$ cat config.mk
export PLATFORM = sky130hd
export DESIGN_NAME = eth_fcs_append
export DESIGN_NICKNAME = d
export VERILOG_FILES = /design/src/rtl/eth_fcs_append.sv
export SDC_FILE = /design/constraint.sdc
export NUM_CORES = 1
export LEC_CHECK = 0
export ABC_AREA = 1
export BUFFER_PORTS_ARGS = -buffer_cell sky130_fd_sc_hd__buf_2
export CORE_UTILIZATION = 45
export CTS_CLUSTER_DIAMETER = 50
export DETAILED_ROUTE_END_ITERATION = 8
export HOLD_SLACK_MARGIN = 0.03
export PLACE_DENSITY_LB_ADDON = 0.1
export SYNTH_ARGS = -nofsm -noshare
export SYNTH_HDL_FRONTEND = slang
export SYNTH_SLANG_ARGS = --single-unit
$ cat constraint.sdc
create_clock -name clk -period 5.3 [get_ports clk]
set_input_delay 0.53 -clock clk [delete_from_list [all_inputs] [get_ports clk]]
set_output_delay 0.53 -clock clk [all_outputs]
set_load 0.05 [all_outputs]
$ cat src/rtl/eth_fcs_append.sv
// eth_fcs_append
// Transmit framing stage wrapped around an external byte-wide CRC-32 engine.
// Forwards an Ethernet frame (DA..payload, no FCS), optionally zero-pads it to
// MIN_LEN bytes, feeds every frame/pad byte to the CRC engine and, once the
// engine result has settled, appends the 4-byte FCS (LSB first) with m_last on
// the final FCS byte.
//
// Build option:
//   ETH_FCS_PAD_EN  defined   -> short frames are zero-padded to MIN_LEN bytes.
//                   undefined -> no padding; output length = input length + 4.
//
// Parameters:
//   MIN_LEN      padding target in bytes (before FCS)
//   CRC_LATENCY  cycles from the last crc_en cycle until crc_value is valid (1..7)
//   CNT_W        byte counter width; the counter saturates
//
// Ports:
//   clk, rst     clock, synchronous active-high reset
//   s_data/s_valid/s_last/s_ready   input byte stream
//   m_data/m_valid/m_last/m_ready   output byte stream (frame, pad, FCS)
//   crc_data/crc_en/crc_clr         drive the CRC engine (data_in / enable / clr)
//   crc_value                       CRC engine result (crc_out)
module eth_fcs_append #(
  parameter int unsigned MIN_LEN     = 60,
  parameter int unsigned CRC_LATENCY = 1,
  parameter int unsigned CNT_W       = 11
) (
  input  logic        clk,
  input  logic        rst,
  input  logic [7:0]  s_data,
  input  logic        s_valid,
  input  logic        s_last,
  output logic        s_ready,
  output logic [7:0]  m_data,
  output logic        m_valid,
  output logic        m_last,
  input  logic        m_ready,
  output logic [7:0]  crc_data,
  output logic        crc_en,
  output logic        crc_clr,
  input  logic [31:0] crc_value
);

  // Elaboration-time sanity checks on the configuration.
  if (CRC_LATENCY < 1 || CRC_LATENCY > 7) begin : g_bad_latency
    $error("eth_fcs_append: CRC_LATENCY must be in 1..7");
  end
  if (MIN_LEN >= (1 << CNT_W)) begin : g_bad_cnt_w
    $error("eth_fcs_append: CNT_W too narrow to count MIN_LEN bytes");
  end

`ifdef ETH_FCS_PAD_EN
  typedef enum logic [2:0] {
    S_IDLE     = 3'd0,
    S_DATA     = 3'd1,
    S_PAD      = 3'd2,
    S_WAIT_CRC = 3'd3,
    S_FCS      = 3'd4
  } state_t;
`else
  typedef enum logic [2:0] {
    S_IDLE     = 3'd0,
    S_DATA     = 3'd1,
    S_WAIT_CRC = 3'd3,
    S_FCS      = 3'd4
  } state_t;
`endif

  state_t           state_q;
  state_t           state_d;
  logic [CNT_W-1:0] cnt_q;
  logic [CNT_W-1:0] cnt_inc;
  logic [2:0]       lat_cnt;
  logic             lat_done;
  logic [31:0]      fcs_q;
  logic [1:0]       fcs_idx;

  logic             permit;
  logic             load_crc;   // frame or pad byte loaded (also goes to CRC)
  logic             load_fcs;   // FCS byte loaded
  logic             load;
  logic [7:0]       load_byte;
  logic             load_last;

  // The output register may take a new byte when empty or being drained.
  assign permit  = !m_valid || m_ready;
  assign load    = load_crc || load_fcs;
  assign cnt_inc = (&cnt_q) ? cnt_q : cnt_q + CNT_W'(1);

  // lat_cnt restarts on the edge that set the final crc_en (the WAIT_CRC entry
  // edge), so lat_cnt == CRC_LATENCY marks CRC_LATENCY+1 edges since then.
  assign lat_done = (state_q == S_WAIT_CRC) && (lat_cnt == 3'(CRC_LATENCY));

`ifdef ETH_FCS_PAD_EN
  logic [CNT_W:0] cnt_plus1;
  logic [CNT_W:0] min_len_c;
  assign cnt_plus1 = {1'b0, cnt_q} + (CNT_W+1)'(1);
  assign min_len_c = (CNT_W+1)'(MIN_LEN);
`endif

  // State register
  always_ff @(posedge clk) begin
    if (rst) begin
      state_q <= S_IDLE;
    end else begin
      state_q <= state_d;
    end
  end

  // Next-state logic; every data-driven transition is qualified by an actual load
  always_comb begin
    state_d = state_q;
    case (state_q)
      S_IDLE: begin
        if (s_valid) state_d = S_DATA;
      end
      S_DATA: begin
        if (load_crc && s_last) begin
`ifdef ETH_FCS_PAD_EN
          state_d = (cnt_plus1 < min_len_c) ? S_PAD : S_WAIT_CRC;
`else
          state_d = S_WAIT_CRC;
`endif
        end
      end
`ifdef ETH_FCS_PAD_EN
      S_PAD: begin
        if (load_crc && (cnt_plus1 >= min_len_c)) state_d = S_WAIT_CRC;
      end
`endif
      S_WAIT_CRC: begin
        if (lat_done) state_d = S_FCS;
      end
      S_FCS: begin
        if (load_fcs && (fcs_idx == 2'd3)) state_d = S_IDLE;
      end
      default: state_d = S_IDLE;
    endcase
  end

  // Output / load decode
  always_comb begin
    s_ready   = 1'b0;
    crc_clr   = 1'b0;
    load_crc  = 1'b0;
    load_fcs  = 1'b0;
    load_byte = 8'h00;
    load_last = 1'b0;
    case (state_q)
      S_IDLE: begin
        crc_clr = 1'b1;
      end
      S_DATA: begin
        s_ready = permit;
        if (s_valid && permit) begin
          load_crc  = 1'b1;
          load_byte = s_data;
        end
      end
`ifdef ETH_FCS_PAD_EN
      S_PAD: begin
        load_crc = permit;
      end
`endif
      S_FCS: begin
        if (permit) begin
          load_fcs  = 1'b1;
          load_byte = fcs_q[{fcs_idx, 3'b000} +: 8];
          load_last = (fcs_idx == 2'd3);
        end
      end
      default: ;
    endcase
  end

  // Output register, CRC feed and counters
  always_ff @(posedge clk) begin
    if (rst) begin
      m_valid  <= 1'b0;
      m_last   <= 1'b0;
      m_data   <= 8'h00;
      crc_en   <= 1'b0;
      crc_data <= 8'h00;
      cnt_q    <= '0;
      lat_cnt  <= '0;
      fcs_idx  <= '0;
    end else begin
      crc_en <= load_crc;
      if (load_crc) crc_data <= load_byte;

      if (load) begin
        m_valid <= 1'b1;
        m_data  <= load_byte;
        m_last  <= load_last;
      end else if (m_ready) begin
        m_valid <= 1'b0;
        m_last  <= 1'b0;
      end

      if (state_q == S_IDLE)  cnt_q <= '0;
      else if (load_crc)      cnt_q <= cnt_inc;

      lat_cnt <= (state_q == S_WAIT_CRC) ? lat_cnt + 3'd1 : 3'd0;

      if (state_q != S_FCS)   fcs_idx <= 2'd0;
      else if (load_fcs)      fcs_idx <= fcs_idx + 2'd1;
    end
  end

  // FCS capture once the engine output has settled
  always_ff @(posedge clk) begin
    if (lat_done) fcs_q <= crc_value;
  end

endmodule

== Word-level counts from Yosys, hierarchy flattened ==
Index checks and enable logic that the tools add are counted.

* Register bits: 59
* Output and inout port bits: 21
* Word-level logic and storage cells: 54

* Add/subtract/negate cells: 2
* Equality and inequality tests: 10
* Shift operators: 1
* Mux-type cells: 19
* Bitwise operators: 1
* Reductions and logical operators: 12

{| class="wikitable"
|+ Operators with widths
! cell !! count
|-
| $shiftx A32 B6 Y8 || 1
|-
| $mux W8 || 2
|-
| $pmux W8 S2 || 1
|-
| $mux W3 || 4
|-
| $pmux W3 S4 || 1
|-
| $mux W1 || 11
|-
| $ne A2 B2 Y1 const B || 4
|-
| $eq A3 B1 Y1 const B || 2
|-
| $logic_and A1 B1 Y1 || 4
|-
| $reduce_and A4 Y1 || 1
|-
| $reduce_or A2 Y1 || 2
|-
| $add A3 B1 Y3 const B || 1
|-
| $eq A3 B2 Y1 const B || 1
|-
| $eq A3 B3 Y1 const B || 1
|-
| $logic_not A3 Y1 || 1
|-
| $ne A3 B3 Y1 const B || 1
|-
| $add A2 B1 Y2 const B || 1
|-
| $eq A2 B2 Y1 const B || 1
|-
| $logic_or A1 B1 Y1 || 2
|-
| $reduce_bool A2 Y1 || 1
|-
| $logic_not A1 Y1 || 1
|-
| $not A1 Y1 || 1
|}

== Longest topological paths before layout ==
* Depth in word-level cells: 8
* Mapped depth: 10
* Depth with buffers taken out: 9

== Worst setup path after synthesis ==
OpenSTA, ideal clock, no wires.

* Kind: input to output
* Start: input port m_ready
* End: output port s_ready
* Arrival time: 1.435 ns
* Required time: 4.770 ns
* Slack: 3.335 ns
* Stages on the path: 4
* Path through: inv_1 > nand2_1 > inv_1 > nor2_1

* Word-level cells in the longest chain between the ends: 2

{| class="wikitable"
|+ Ends and longest elaborated chain
! what !! line !! source
|-
| start: declaration || 37 || <nowiki>input logic m_ready,</nowiki>
|-
| $logic_or A1 B1 Y1 || 86 || <nowiki>assign permit = !m_valid || m_ready;</nowiki>
|-
| $mux W1 || 149 || <nowiki>case (state_q)</nowiki>
|-
| end: declaration || 33 || <nowiki>output logic s_ready,</nowiki>
|}

Every way passes these cells.

== Final worst setup path ==
* Start: register state_q[0]
* End: register fcs_q[14], enable pin

* Word-level cells in the longest chain between the ends: 2

{| class="wikitable"
|+ Ends and longest elaborated chain
! what !! line !! source
|-
| start: declaration || 69 || <nowiki>state_t state_q;</nowiki>
|-
| start signal: assignment || 106 || <nowiki>state_q <= state_d;</nowiki>
|-
| $eq A3 B2 Y1 || 92 || <nowiki>assign lat_done = (state_q == S_WAIT_CRC) && (lat_cnt == 3'(CRC_LATENCY));</nowiki>
|-
| $logic_and A1 B1 Y1 || 92 ||
|-
| via lat_done || 74 || <nowiki>logic lat_done;</nowiki>
|-
| end signal: assignment || 212 || <nowiki>if (lat_done) fcs_q <= crc_value;</nowiki>
|-
| end: declaration || 75 || <nowiki>logic [31:0] fcs_q;</nowiki>
|}

The timed path passes the listed nets, and every way through them passes these cells.
A chain may end at the register's enable or synchronous reset.

==> impl_metrics.py <==
metrics = {
    "critical_path": {
        "r2r_slack_ns": 3.20,
        "crit_chain": "nand2_1 > nor2_1 > nand3_1 > inv_1",
        "crit_buf_inv": 1,
        "cp-start-kind": "flip-flop",
        "crit_type": "flip-flop to flip-flop",
        "required_ns": 5.25,
        "crit_fanout": 32,
        "critPathCaptureType": "flip-flop",
        "r2r-start": "state_q[0]",
        "max_stage_delay_ns": 0.87,
        "critPathSlowestCell": "inv_1",
        "path_delay_family": "buffers and inverters",
        "arrival_ns": 2.04,
        "r2r_cells": 4,
        "rr_endpoint": "fcs_q[14]",
    },
    "sta": {
        "slew_headroom": 0.208,
        "tns_ns": 0,
        "fin_crit_sh": 0.395,
        "drv_slew": 0,
        "hold_ws_ns": 0.372,
        "fin_crit_ns": 2.10,
        "max_freq_mhz": 477,
        "setup_viol": 0,
        "hold_viol_final": 0,
        "fin_worst_skew_ns": 0.00367,
        "worstMarginPinSlew_ns": 1.19,
        "rsz0062_at_grt": "no",
    },
    "synthesis": {
        "syn_inst": 310,
        "avgSynthCellArea_sq_um": 8.34,
        "yosys_warnings": 0,
        "syn_nets": 358,
        "ys_types": 23,
        "yosysSeqAreaShare": 0.581,
        "synth_top_area_frac": 0.372,
        "ys_ff_latch": 59,
        "synth_top_cell_by_area": "edfxtp_1",
        "synthTopCellsByArea": "edfxtp_1, dfxtp_1, nand2_1",
        "netlist_area_sq_um": 2590,
    },
    "routing": {
        "drt_pass1_iterations": 4,
        "drc": 0,
        "viasPerCell": 4.53,
        "drt_first_iter_violations": 107,
        "wl_per_cell_um": 11.5,
        "ant_nets": 0,
        "wl_um": 5240,
        "vias": 2060,
    },
    "clock_tree": {
        "clk_pin_slew_worst_paths_ns": 0.06,
        "cts_setup_buffers": 0,
        "cts_num_sinks": 59,
        "clk_path_buf_depth": 2,
        "cts_buffers": 9,
        "tritoncts": "yes",
        "cts_root_buf": "clkbuf_8",
        "htreeDepth": 3,
        "clk_latency_ns": 0.33,
        "post_cts_resized": 0,
        "postCtsHoldBufs": 0,
    },
    "cells_and_area": {
        "drive_above_1_share": 0.219,
        "final_core_util": 0.570,
        "fin_area_sq_um": 3140,
        "area_growth_pct": 21.3,
        "fill_cells": 537,
        "fin_nets": 426,
        "num_antenna_cells": 0,
    },
    "die": {
        "initial_core_util": 0.470,
        "dieArea_sq_um": 6050,
        "die_x_um": 77.8,
        "rows": 27,
        "die_h_um": 77.8,
        "core_sq_um": 5510,
        "ios": 66,
    },
    "global_routing": {
        "grt.total_usage": 0.196,
        "grt-ovfl-total": 0,
        "grt_max_degree": 33,
        "grt_pass1_wl_um": 8610,
        "antenna_found_initial": 0,
        "grt_pass1_vias": 1859,
    },
    "power_and_ir_drop": {
        "powerDensity_nw_per_um2": 310,
        "leakagePower_nw": 1.62,
        "power_w": 0.000973,
        "peakVddDrop_uv": 173,
    },
    "placed_design": {
        "hpwlAfterDp_um": 3590,
        "place_congestion": 0.721,
        "portBuffers": 65,
        "dpl_cell_area_sq_um": 2960,
    },
    "min_path": {
        "hold_start": "crc_value[12]",
        "min_to": "fcs_q[12]",
        "min_path_type": "input pin to flip-flop",
        "min_path_cells": 1,
    },
    "job": {
        "cap_violations": 0,
    },
    "outcome": {
        "status": "finished, final reports clean",
    },
}
## final cells by class
class,instances,area [sq um],share of cell area
inverters,73,274,0.0874
well taps,72,90.1,0.0287
clock buffers,14,173,0.0550
flip-flops and latches,59,1500,0.479
clock inverters,2,8.76,0.00279
multi-input cells,170,764,0.244
repair buffers,65,325,0.104
## routing by layer
metal	vias up	wire length (um)	track usage
met3	9	266	0.0635
li1	1086	-	-
met2	59	2430	0.297
met4	0	91	0.104
met5	-	0	0
met1	906	2460	0.248
## cells by family after synthesis
group                    after synthesis  synth area share
XOR/XNOR                               1           0.00339
buffers and inverters                 81             0.124
adder cells (fa/ha/maj)                3            0.0145
flip-flops                            59             0.581
AND/OR/NAND/NOR                      149             0.245
AO/OA/AOI/OAI                         17            0.0329
## layout by cell type, fill, tap and decap left out, drive strengths merged
cell,Yosys,routed
a21oi,15,15
buf,6,65
clkbuf,2,14
clkinv,4,6
dfxtp,27,27
edfxtp,32,32
ha,3,3
inv,69,69
nand2,98,98
nand3,37,37
nand4,1,1
nor2,13,13
o21ai,2,2
xnor2,1,1
## sequential cells by signal, summed over array words and instances (netlist names)
name and count:
crc_data 8, crc_en 1, fcs_idx 2, fcs_q 32
lat_cnt 3, m_data 8, m_last 1, m_valid 1
state_q 3
## cell usage after synthesis (all sizes together)
cell and instances:
buf 6, edfxtp 32, nand2 98, inv 69, dfxtp 27, xnor2 1
a21oi 15, clkbuf 2, nand3 37, nand4 1, nor2 13, clkinv 4
ha 3, o21ai 2
## through the flow
step	setup WS, ns	instances
2_1_floorplan	3.33	310
3_3_place_gp	3.26	439
3_5_place_dp	3.23	439
4_1_cts	3.18	455
5_1_grt	2.94	455
6_report	3.20	455
## how the worst max path moves through the flow
stage                     from         to  slack, ns  cells after the start
finish              state_q[0]  fcs_q[14]       3.20                      4
global route        state_q[0]  fcs_q[19]       2.94                      4
CTS                 state_q[0]  fcs_q[25]       3.18                      4
detailed placement  state_q[0]  fcs_q[16]       3.23                      4
global placement    state_q[0]  fcs_q[29]       3.26                      4
floorplan              m_ready    s_ready       3.33                      4
## worst reg2reg max path: stages (launching register included)
cell     delay (ns)
dfxtp_1        0.42
nand2_1        0.07
nor2_1         0.19
nand3_1        0.13
inv_1          0.87
## power breakdown
group | switching (W) | total [W] | internal [W]
Sequential | 0.00000670 | 0.000498 | 0.000492
Combinational | 0.0000745 | 0.000107 | 0.0000322
Clock | 0.000162 | 0.000368 | 0.000206
No activity file was read; power rests on OpenSTA's default activity.
